$ cat src/rtl/display_sched_pkg.sv
// Shared types and constants for the display scheduler.
// Latency: n/a (declarations only).
// Backpressure: n/a.
package display_sched_pkg;

  typedef enum logic {
    IDLE  = 1'b0,
    DWELL = 1'b1
  } state_t;

  localparam int DISP_DATA_W = 32;
  // Shortest hold time; a dwell request of 0 is stretched to this.
  localparam int MIN_DWELL   = 1;

endpackage

$ cat src/rtl/display_scheduler_rr_arbiter.sv
// Round-robin winner search: first set request bit at or after ptr, wrapping.
// Latency: combinational.
// Backpressure: none; the caller decides whether the grant is taken.
// Ports: req (request vector), ptr (search start), gnt (one-hot winner),
//        idx (encoded winner), any (at least one request set).
module rr_arbiter #(
  parameter int N  = 4,
  parameter int IW = $clog2(N)
) (
  input  logic [N-1:0]  req,
  input  logic [IW-1:0] ptr,
  output logic [N-1:0]  gnt,
  output logic [IW-1:0] idx,
  output logic          any
);

  logic [IW:0]   sum;
  logic [IW-1:0] cand;
  logic          found;

  always_comb begin
    gnt   = '0;
    idx   = '0;
    found = 1'b0;
    sum   = '0;
    cand  = '0;
    for (int i = 0; i < N; i++) begin
      // Candidate position ptr+i folded back into 0..N-1 (ptr is always < N).
      sum = {1'b0, ptr} + (IW+1)'(i);
      if (sum >= (IW+1)'(N)) begin
        sum = sum - (IW+1)'(N);
      end
      cand = sum[IW-1:0];
      if (!found && req[cand]) begin
        found     = 1'b1;
        gnt[cand] = 1'b1;
        idx       = cand;
      end
    end
  end

  assign any = found;

endmodule

$ cat src/rtl/display_scheduler.sv
// Time-shares the 7-segment display word between requesters, round-robin, with a dwell hold.
// Latency: accept in the request cycle (req_ready combinational), disp_din valid the next cycle.
// Backpressure: req_ready stays low during DWELL; requesters hold req_valid until accepted.
// Ports: req_valid/req_data/req_ready (requester side), dwell_cycles (hold time, sampled at grant),
//        cfg_div -> disp_div (registered pass-through), disp_din/grant_idx/busy (display side).
// Option: define DISPLAY_SCHED_PREEMPT_EN to let requester 0 preempt any other holder during DWELL.
module display_scheduler
  import display_sched_pkg::*;
#(
  parameter int NUM_REQ = 4,
  parameter int DATA_W  = DISP_DATA_W,
  parameter int CNT_W   = 32
) (
  input  logic                        clk,
  input  logic                        rst_n,
  input  logic [NUM_REQ-1:0]          req_valid,
  input  logic [NUM_REQ*DATA_W-1:0]   req_data,
  output logic [NUM_REQ-1:0]          req_ready,
  input  logic [CNT_W-1:0]            dwell_cycles,
  input  logic [31:0]                 cfg_div,
  output logic [DATA_W-1:0]           disp_din,
  output logic [31:0]                 disp_div,
  output logic [$clog2(NUM_REQ)-1:0]  grant_idx,
  output logic                        busy
);

  localparam int IW = $clog2(NUM_REQ);

  state_t            state, state_nxt;
  logic [CNT_W-1:0]  cnt;
  logic [CNT_W-1:0]  dwell_eff;
  logic [IW-1:0]     ptr;
  logic [IW-1:0]     arb_idx;
  logic [NUM_REQ-1:0] arb_gnt;
  logic              arb_any;
  logic              load;
  logic [IW-1:0]     load_idx;
  logic [DATA_W-1:0] sel_data;

  rr_arbiter #(.N(NUM_REQ)) u_arb (
    .req (req_valid),
    .ptr (ptr),
    .gnt (arb_gnt),
    .idx (arb_idx),
    .any (arb_any)
  );

  assign dwell_eff = (dwell_cycles < CNT_W'(MIN_DWELL)) ? CNT_W'(MIN_DWELL) : dwell_cycles;
  assign busy      = (state == DWELL);

  always_comb begin
    state_nxt = state;
    req_ready = '0;
    load      = 1'b0;
    load_idx  = '0;
    case (state)
      IDLE: begin
        if (arb_any) begin
          req_ready = arb_gnt;
          load      = 1'b1;
          load_idx  = arb_idx;
          state_nxt = DWELL;
        end
      end
      DWELL: begin
        if (cnt == CNT_W'(MIN_DWELL)) begin
          state_nxt = IDLE;
        end
`ifdef DISPLAY_SCHED_PREEMPT_EN
        // Preemption overrides the end-of-dwell exit and restarts the hold.
        if ((grant_idx != '0) && req_valid[0]) begin
          req_ready = NUM_REQ'(1);
          load      = 1'b1;
          load_idx  = '0;
          state_nxt = DWELL;
        end
`endif
      end
      default: state_nxt = IDLE;
    endcase
  end

  always_comb begin
    sel_data = '0;
    for (int i = 0; i < NUM_REQ; i++) begin
      if (load_idx == IW'(i)) begin
        sel_data = req_data[i*DATA_W +: DATA_W];
      end
    end
  end

  always_ff @(posedge clk or negedge rst_n) begin
    if (!rst_n) begin
      state <= IDLE;
    end else begin
      state <= state_nxt;
    end
  end

  always_ff @(posedge clk or negedge rst_n) begin
    if (!rst_n) begin
      disp_din  <= '0;
      disp_div  <= '0;
      grant_idx <= '0;
      ptr       <= '0;
      cnt       <= '0;
    end else begin
      disp_div <= cfg_div;
      if (load) begin
        disp_din  <= sel_data;
        grant_idx <= load_idx;
        ptr       <= (load_idx == IW'(NUM_REQ-1)) ? '0 : load_idx + 1'b1;
        cnt       <= dwell_eff;
      end else if (state == DWELL) begin
        cnt <= cnt - 1'b1;
      end
    end
  end

endmodule

$ cat config.mk
export PLATFORM = sky130hd
export DESIGN_NAME = display_scheduler
export DESIGN_NICKNAME = d
export VERILOG_FILES = /design/src/rtl/display_sched_pkg.sv /design/src/rtl/display_scheduler_rr_arbiter.sv /design/src/rtl/display_scheduler.sv
export SDC_FILE = /design/constraint.sdc
export NUM_CORES = 1
export LEC_CHECK = 0
export ABC_AREA = 1
export CAP_MARGIN = 40
export CORE_MARGIN = 2
export CORE_UTILIZATION = 43
export DETAILED_ROUTE_END_ITERATION = 6
export PLACE_DENSITY = 0.77
export SLEW_MARGIN = 20
export SYNTH_ARGS = -nofsm -noshare
export SYNTH_HDL_FRONTEND = slang
export SYNTH_SLANG_ARGS = --single-unit
$ cat constraint.sdc
create_clock -name clk -period 3.8 [get_ports clk]
set_clock_uncertainty 0.15 [all_clocks]
set_input_delay 0.38 -clock clk [delete_from_list [all_inputs] [get_ports clk]]
set_output_delay 0.38 -clock clk [all_outputs]
set_load 0.005 [all_outputs]
==> flow_metrics.env <==
export IMPL_hpwlAfterDp_mm=16.2
export IMPL_timing_critical_path_fanout_max=11
export IMPL_critical_path_required_ps=3270
export IMPL_critical_path_startpoint_type="flip-flop"
export IMPL_power_density_mw_per_mm2=254
export IMPL_grt_pass1_wl_mm=34.7
export IMPL_cts_buffers_inserted=9
export IMPL_maxSlewViolCount=0
export IMPL_fin_crit_sh=0.924
export IMPL_tritoncts_num_sinks=101
export IMPL_fp_dieH_um=125
export IMPL_synthesis_yosys_warnings=0
export IMPL_cts_tree="yes"
export IMPL_regToRegSetupSlack_ps=350
export IMPL_crit_cells=13
export IMPL_hold_path_depth=1
export IMPL_synthCells=897
export IMPL_clk_latency_ps=360
export IMPL_met2RoutedLength_mm=11.1
export IMPL_synth_avg_cell_area_um2=6.99
export IMPL_worstRegToRegCells=16
export IMPL_drt_iter0_drc=422
export IMPL_synth_adder_area_share=0.0280
export IMPL_grt_antenna_before_repair=4
export IMPL_top_post_synthesis_cells_by_area="sky130_fd_sc_hd__dfrtp_1, sky130_fd_sc_hd__nand2_1, sky130_fd_sc_hd__o21ai_0"
export IMPL_worst_r2r_endpoint="disp_din[5]$_DFFE_PN0P_"
export IMPL_critPathArrivalTime_ps=2980
export IMPL_synth_compound_gate_area_share=0.163
export IMPL_achievable_frequency_ghz=0.285
export IMPL_worst_hold_path_endpoint="disp_div[11]$_DFF_PN0_"
export IMPL_highest_metal_layer_with_signal_wires="met4"
export IMPL_max_cap_violations=0
export IMPL_groute_usage_overall=0.279
export IMPL_synth_largest_area_cell="sky130_fd_sc_hd__dfrtp_1"
export IMPL_rsz0062_at_grt="false"
export IMPL_hold_path_startpoint="cfg_div[11]"
export IMPL_num_rows=44
export IMPL_routed_vias=6931
export IMPL_final_antenna_net_count=0
export IMPL_fin_nets=1361
export IMPL_end_kind="output port"
export IMPL_met1_length_mm=8.27
export IMPL_report_final_hold_viol_count=0
export IMPL_die_width_um=125
export IMPL_vdd_drop_max_mv=0.202
export IMPL_status="completed"
export IMPL_setup_tns_ps=0
export IMPL_asyncSetResetFlopFracSynth=1.00
export IMPL_syn_area_mm2=0.00627
export IMPL_synthToLayoutAreaGrowth_pct=51.2
export IMPL_initial_utilization=0.436
export IMPL_cts_root_buffer="sky130_fd_sc_hd__clkbuf_16"
export IMPL_dominantRegCellSynth="sky130_fd_sc_hd__dfrtp_1"
export IMPL_place_congestion=0.942
export IMPL_yosys_area_share_xor_xnor=0.00140
export IMPL_yosys_mux_area_fraction=0
export IMPL_finalSetupViolCount=0
export IMPL_grt_start_max_net_pins=77
export IMPL_htree_levels=3
export IMPL_route_met3_wl_mm=1.75
export IMPL_synth_seq_area_share=0.403
export IMPL_synthSimpleGateAreaFrac=0.333
export IMPL_worstHoldPathType="primary input to flip-flop"
export IMPL_netlist_top_cells_count="sky130_fd_sc_hd__nand2_1, sky130_fd_sc_hd__nor2_1, sky130_fd_sc_hd__dfrtp_1, sky130_fd_sc_hd__o21ai_0, sky130_fd_sc_hd__nand3_1"
export IMPL_grt_pass1_vias=6889
export IMPL_critical_path_max_stage_delay_ps=490
export IMPL_most_common_cell_in_the_synthesized_netlist="sky130_fd_sc_hd__nand2_1"
export IMPL_post_route_cells_drive_above_1_share=0.0433
export IMPL_boundaryPins=269
export IMPL_worstSetupPathType="flip-flop to output port"
export IMPL_critical_path_reg2reg_startpoint="ptr[0]$_DFFE_PN0P_"
export IMPL_buffer_ports_inserted=268
export IMPL_core_mm2=0.0144
export IMPL_path_delay_family="simple AND/OR/NAND/NOR gates"
export IMPL_first_pass_iters=5
export IMPL_maxSlewHeadroom=0.503
export IMPL_detail_route_wirelength_mm=21.8
export IMPL_worstPathBufferInverterCount=4
export IMPL_post_synthesis_cell_type_count=36
export IMPL_timing_critical_path_from="ptr[0]$_DFFE_PN0P_"
export IMPL_n_fill_cell=1287
export IMPL_route_detailed_wl_per_inst_um=16.3
export IMPL_drc=0
export IMPL_design_die_area_mm2=0.0156
export IMPL_critical_path_cell_chain="inv_2 -> ha_1 -> inv_1 -> nand2_1 -> nand2_1 -> nor2_4 -> nand2_1 -> nor2_2 -> nand2_1 -> nand3_1 -> nand2_1 -> inv_1 -> clkdlybuf4s50_1"
export IMPL_global_route_overflow_total=0
export IMPL_timing_hold_ws_ps=308
export IMPL_largest_family_of_logic_cells_by_synthesized_area="simple AND/OR/NAND/NOR gates"
export IMPL_static_leakage_nw=4.32
export IMPL_post_synth_top_area_fraction=0.403
export IMPL_post_cts_setup_buffers=0
export IMPL_avgViaCountPerCell=5.16
export IMPL_clk_pin_slew_ps=70
export IMPL_ys_ff_latch=101
export IMPL_crit_slowest_cell="sky130_fd_sc_hd__clkdlybuf4s50_1"
export IMPL_min_period_ps=3510
export IMPL_clockBufferDepth=2
export IMPL_number_of_enable_type_register_cells_in_the_synthesized_netlist=0
export IMPL_max_slew_worst_pin_slew_ps=746
export IMPL_cp_common_cell="sky130_fd_sc_hd__nand2_1"
export IMPL_mappedNetlistNets=1109
## per-stage QoR
step	std cells	power, mW	util	setup slack (ps)	area (µm²)
after global placement	1319	1.44	0.632	322	9080
after floorplan	897	1.17	-	402	6270
after CTS	1338	2.44	0.658	162	9460
after detailed placement	1321	1.45	0.636	208	9140
final	1342	2.41	0.659	288	9480
after global routing	1342	2.50	0.659	9.43	9480
## cell type report
class / count / area [µm²] / area share
inverter: 60 / 225 / 0.0238
clock buffer: 12 / 256 / 0.0271
timing repair buffer: 285 / 2870 / 0.303
antenna: 4 / 10.0 / 0.00106
clock inverter: 4 / 55.1 / 0.00581
sequential: 101 / 2530 / 0.267
tap: 184 / 230 / 0.0243
multi-input combinational: 692 / 3300 / 0.348
## worst max-delay path by stage
| stage | to | slack [ps] |
|---|---|---|
| CTS | disp_din[5]$_DFFE_PN0P_ | 160 |
| global route | disp_din[13]$_DFFE_PN0P_ | 9 |
| finish | req_ready[3] | 290 |
| detailed placement | disp_din[11]$_DFFE_PN0P_ | 210 |
| global placement | disp_din[0]$_DFFE_PN0P_ | 320 |
| floorplan | disp_din[0]$_DFFE_PN0P_ | 400 |
## where the power goes
| group | switching, mW | internal [mW] | leakage (nW) |
|---|---|---|---|
| sequential | 0.00486 | 1.09 | 1.28 |
| combinational | 0.102 | 0.232 | 2.89 |
| clock | 0.429 | 0.551 | 0.149 |
| total | 0.536 | 1.87 | 4.32 |
## routing by layer
| layer | GRT usage | vias to the layer above |
|---|---|---|
| met2 | 0.491 | 254 |
| met1 | 0.315 | 3216 |
| met5 | 0 | - |
| li1 | - | 3419 |
| met3 | 0.0851 | 42 |
| met4 | 0.110 | 0 |
## flip-flops by register name (all words and copies together) (netlist names)
signal,flops
disp_din,32
ptr,2
grant_idx,2
busy,1
disp_div,32
cnt,32
## cell families after synthesis
| family | count (synthesis) |
|---|---|
| simple gates | 510 |
| compound gates | 167 |
| buf+inv | 104 |
| flops | 101 |
| fa+ha+maj | 14 |
| xor+xnor | 1 |
## repair_timing
action	CTS	global route
hold buffers	1	0
setup endpoints to repair	0	36
resized for setup	0	3
endpoints found under the hold margin	17	0
## placed cells by master (no fill, tap or decap), types with 2 or more instances in the layout
cell	netlist	routed
sky130_fd_sc_hd__nand2_1	317	317
sky130_fd_sc_hd__buf_4	5	13
sky130_fd_sc_hd__nand4_1	11	11
sky130_fd_sc_hd__nor3_1	2	2
sky130_fd_sc_hd__clkbuf_16	0	9
sky130_fd_sc_hd__nor2_1	104	103
sky130_fd_sc_hd__nand3_1	63	63
sky130_fd_sc_hd__ha_1	14	13
sky130_fd_sc_hd__buf_16	0	2
sky130_fd_sc_hd__clkdlybuf4s50_1	0	267
sky130_fd_sc_hd__inv_1	54	54
sky130_fd_sc_hd__inv_2	5	5
sky130_fd_sc_hd__nor2_2	2	3
sky130_fd_sc_hd__o21ai_1	2	2
sky130_fd_sc_hd__dfrtp_1	101	100
sky130_fd_sc_hd__diode_2	0	4
sky130_fd_sc_hd__clkbuf_8	0	2
sky130_fd_sc_hd__nand3b_1	2	2
sky130_fd_sc_hd__o211ai_1	3	3
sky130_fd_sc_hd__a21oi_1	9	9
sky130_fd_sc_hd__a31oi_1	2	2
sky130_fd_sc_hd__a22oi_1	34	34
sky130_fd_sc_hd__nand2_2	2	2
sky130_fd_sc_hd__a21boi_0	34	34
sky130_fd_sc_hd__o21ai_0	81	81
No activity file was read; power rests on OpenSTA's default activity.
==> patch 1, RTL diff (config.mk and constraints unchanged) <==
Change the parameter `CNT_W` from 32 to 64.
--- a/src/rtl/display_scheduler.sv
+++ b/src/rtl/display_scheduler.sv
@@ -11,3 +11,3 @@
   parameter int DATA_W  = DISP_DATA_W,
-  parameter int CNT_W   = 32
+  parameter int CNT_W   = 64
 ) (
Interface: changed (resized dwell_cycles); port bits go from 269 to 301. No check against the original RTL was run, so the function may have changed too.
==> patch 1 against the original RTL <==
Synthesized cell count increased by 52%; sequential cell count increased by 32; routed wire length increased by 60%; non-clock buffer count increased by 34; total power increased by 95%; final area increased by 35%; count of clock-buffer cells in the layout increased by 5; register-to-register slack got worse by 0.07 ns; synthesized area increased by 43%; worst setup slack got worse by 0.0030 ns; critical path type is now reg2reg; highest routed layer is now met5.
==> patch 1: results (changes against the original RTL) <==
Lkg Pwr: 5.634 nW (+31%)
Clock-cell share of area: 4.686% (+1.4 points)
Compound-Gate Fraction of Synth Area: 14.71% (-1.6 points)
Layout cells sized above 1: 4.526% (+0.19 points)
Fin util: 62.80% (-3.1 points)
Wirelength per Cell: 18.14 µm (+12%)
Worst-skew pair later-pin latency: 0.44 ns (+0.08 ns)
P_seq: 1.80 mW (+64%)
Clkbuf count: 17 (+5)
CTS clock-pin slew for the worst setup and hold paths: 0.07 ns (about the same)
Vias/cell: 5.399 (+4.5%)
Layout net count: 1888 (+39%)
Largest reg by FF count: cnt
GPL Wtd Cong: 1.021 (+8.4%)
Leading post-synthesis cells by cell area: dfrtp_1 37%, nand2_1 22%, nor2_1 9.3%
Post-synth design cell area: 0.008959 mm² (+43%)
Max VDD drop: 0.0002919 V (+45%)
Slowest stage delay, CP: 0.45 ns (-0.04 ns)
Status: complete, no violations
Multiplexer share of the synthesized area: 0% (unchanged)
Pre-antenna DRT Iters: 6 (+1)
Internal power: 3.144 mW (+68%)
Slew HR: 54.81% (+4.6 points)
Placement Cell Area: 0.01215 mm² (+33%)
Multi-input logic area: 0.004991 mm² (+51%)
Crit path max-delay family: buffers and inverters
Synth Area in XOR/XNOR: 0.3911% (+0.25 points)
Slowest CP cell: dfrtp_2
Buffer share of cell area: 25.11% (-5.2 points)
Register area: 0.003329 mm² (+32%)
Syn nets: 1608 (+45%)
Largest regs: cnt (64), disp_din (32), disp_div (32)
Vias: 10410 (+50%)
Global-route wire length before repair: 53.39 mm (+54%)
Syn_area_per_cell: 6.568 µm² (-6.0%)
Non-CTS inverters: 83 (+38%)
Seq/Total Area, Yosys: 37.15% (-3.2 points)
H-tree depth: 4 (+1)
Fillers: 1829 (+42%)
Largest net degree at the start of global routing: 149 (+94%)
CP Max Fanout: 21 (+10)
Plain + repair buffers: 319 (+12%)
Multi-input comb cells: 1090 (+58%)
Port Buffers: 300 (+12%)
Initial DRC Count: 782 (+85%)
Overall global routing resource usage: 31.40% (+3.5 points)
Power density over cell area: 366.7 mW/mm² (+44%)
Number of sequential cells: 133 (+32%)
Number of diodes: 1 (-3)
Distinct cells, synth: 38 (+5.6%)
Post-Place Setup Slack: 0.1366 ns (-0.07122 ns)
Adder-Cell Fraction of Synth Area: 1.955% (-0.84 points)
Post-synth top cells: 515 x nand2_1, 223 x nor2_1, 133 x dfrtp_1, 84 x o21ai_0, 78 x inv_1
Crit path DAT: 3.70 ns (+0.72 ns)
Hpwl dp: 26.69 mm (+65%)
patch 1: cell types whose count changed in the layout (fill, tap and decap cells not counted), sizes merged, moves of 7 or more:
| cell | unedited run | this run |
|---|---|---|
| a21oi | 9 | 28 |
| clkdlybuf4s50 | 267 | 299 |
| dfrtp | 101 | 133 |
| inv | 60 | 94 |
| nand2 | 320 | 520 |
| nand3b | 2 | 9 |
| nor2 | 107 | 230 |
| o211ai | 3 | 14 |
| o21ai | 84 | 102 |
patch 1: layer usage:
metal	global-route usage, %	routed length [µm]
met5	0	34
met4	11.48	1172
met3	9.202	3309
met2	51.99	16790
met1	39.01	13680
patch 1: worst paths after layout:
path	startpoint	endpoint	slack [ns]	depth (start not counted)
setup / recovery	ptr[1]	disp_din[25]	0.28	18
hold / removal	cfg_div[19]	disp_div[19]	0.22	1
setup reg to reg	ptr[1]	disp_din[25]	0.28	18
hold reg to reg	disp_din[26]	disp_din[26]	0.34	2
max in group asynchronous	rst_n	ptr[1]	2.29	3
min in group asynchronous	rst_n	cnt[61]	0.37	2
==> patch 2, RTL diff (same flow settings) <==
Without the edit above. Make the reset (`rst_n`) synchronous in 2 clocked blocks.
--- a/src/rtl/display_scheduler.sv
+++ b/src/rtl/display_scheduler.sv
@@ -91,3 +91,3 @@
 
-  always_ff @(posedge clk or negedge rst_n) begin
+  always_ff @(posedge clk) begin
     if (!rst_n) begin
@@ -99,3 +99,3 @@
 
-  always_ff @(posedge clk or negedge rst_n) begin
+  always_ff @(posedge clk) begin
     if (!rst_n) begin
Formal check against the unedited RTL: differs if rst_n is asserted again (counterexample within 4 cycles, from zero or initial values and one cycle with rst_n low); with rst_n held inactive, the same outputs for 10 cycles.
==> patch 2 against the original RTL <==
Sequential cell count did not move; final area is 0.38% lower; global-route usage fell by 0.062 points; routed wire length rose by 1.6%; sequential share of layout area is 5.3 points lower; synthesized area grew 0.36%; worst setup slack improved by 0.18 ns; critical path type is now reg2reg.
Power is not compared: it rests on default switching activity, and its combinational part moved more than twofold at a synthesized area within 25%.
==> patch 2: results (changes against the original RTL) <==
Crit path max-delay family: simple AND/OR/NAND/NOR gates
CP Max Fanout: 23 (+12)
Met1 wire length: 9.012 mm (+9.0%)
Reg2Reg Depth: 22 (+6)
Slowest CP cell: ha_1
H-tree depth: 3 (unchanged)
Post-Place Setup Slack: 0.2571 ns (+0.04925 ns)
Met2 Resource Use GR: 49.79% (+0.68 points)
Crit path DAT: 3.46 ns (+0.48 ns)
GPL Wtd Cong: 0.9913 (+5.3%)
Met3 WL: 1.716 mm (-1.8%)
Leading post-synthesis cells by cell area: dfxtp_1 32%, nand2_1 21%, nor2_1 10%
Hold Path Depth: 2 (+1)
Worst setup path end: disp_din[22]
Reg-to-reg startpoint: ptr[0]
Hold Crit Endpoint: disp_din[11]
Placement Cell Area: 0.009090 mm² (-0.49%)
Wirelength per Cell: 14.72 µm (-9.5%)
Layout cells sized above 1: 3.636% (-0.70 points)
Largest net degree at the start of global routing: 74 (-3.9%)
Vias: 7424 (+7.1%)
Fin util: 65.44% (-0.50 points)
Status: complete, no violations
Met1 Use GR: 32.49% (+1.0 points)
GR Util met3: 8.472% (-0.033 points)
Min setup slack post-route: 0.4711 ns (+0.1831 ns)
Initial antenna violation count: 2 (-2)
Async set-reset flop share out of synthesis: 0% (-100 points)
Synth Warn #: 0 (unchanged)
Syn nets: 1284 (+16%)
Wire length on met2: 11.08 mm (+0.14%)
Least-Margin Pin Slew: 0.5613 ns (-0.1850 ns)
Fillers: 1351 (+5.0%)
Hpwl dp: 16.77 mm (+3.7%)
Post-CTS setup buffer count: 0 (unchanged)
Worst hold path type: reg2reg
Initial DRC Count: 418 (-0.95%)
Seq/Total Area, Yosys: 32.15% (-8.2 points)
Distinct cells, synth: 32 (-11%)
Min-delay src: disp_din[11]
Worst-skew pair later-pin latency: 0.35 ns
Post-synth top cells: 358 x nand2_1, 175 x nor2_1, 112 x inv_1, 101 x dfxtp_1, 101 x o21ai_0
Most used DFF post-synth: dfxtp_1
Mapped Cells: 1072 (+20%)
Slowest stage delay, CP: 0.36 ns (-0.13 ns)
Overall global routing resource usage: 27.82% (-0.062 points)
Vias in the first global route: 6970 (+1.2%)
Final hold slack: 0.3328 ns (+0.02481 ns)
Global-route wire length before repair: 34.99 mm (+0.80%)
Cell Count, Final, Fillers Out: 1506 (+12%)
[patch 2: cell types whose count changed in the layout (fill, tap and decap cells not counted), moves of 34 or more]
cell and change:
dfxtp_1 +101, dfrtp_1 -100, nor2_1 +71, inv_1 +57
a21oi_1 +53, nand2_1 +41, a21boi_0 -34, a22oi_1 -34
[patch 2: cell families (layout without fill, tap and decap cells)]
family | Yosys count | count (layout) | synth area share (%)
simple gates | 606 | 606 | 38.78
other cells | 0 | 2 | 0
compound gates | 176 | 176 | 14.21
flops | 101 | 101 | 32.15
buf+inv | 168 | 416 | 11.10
xor+xnor | 7 | 7 | 0.9749
fa+ha+maj | 14 | 14 | 2.786
[patch 2: area by class of cell]
type	count	area share [%]
flip-flops and latches	101	21.42
well taps	184	2.439
multi-input cells	803	37.88
clock inverters	6	1.060
repair buffers	283	29.96
inverters	117	4.653
clock buffers	10	2.532
diodes	2	0.05302
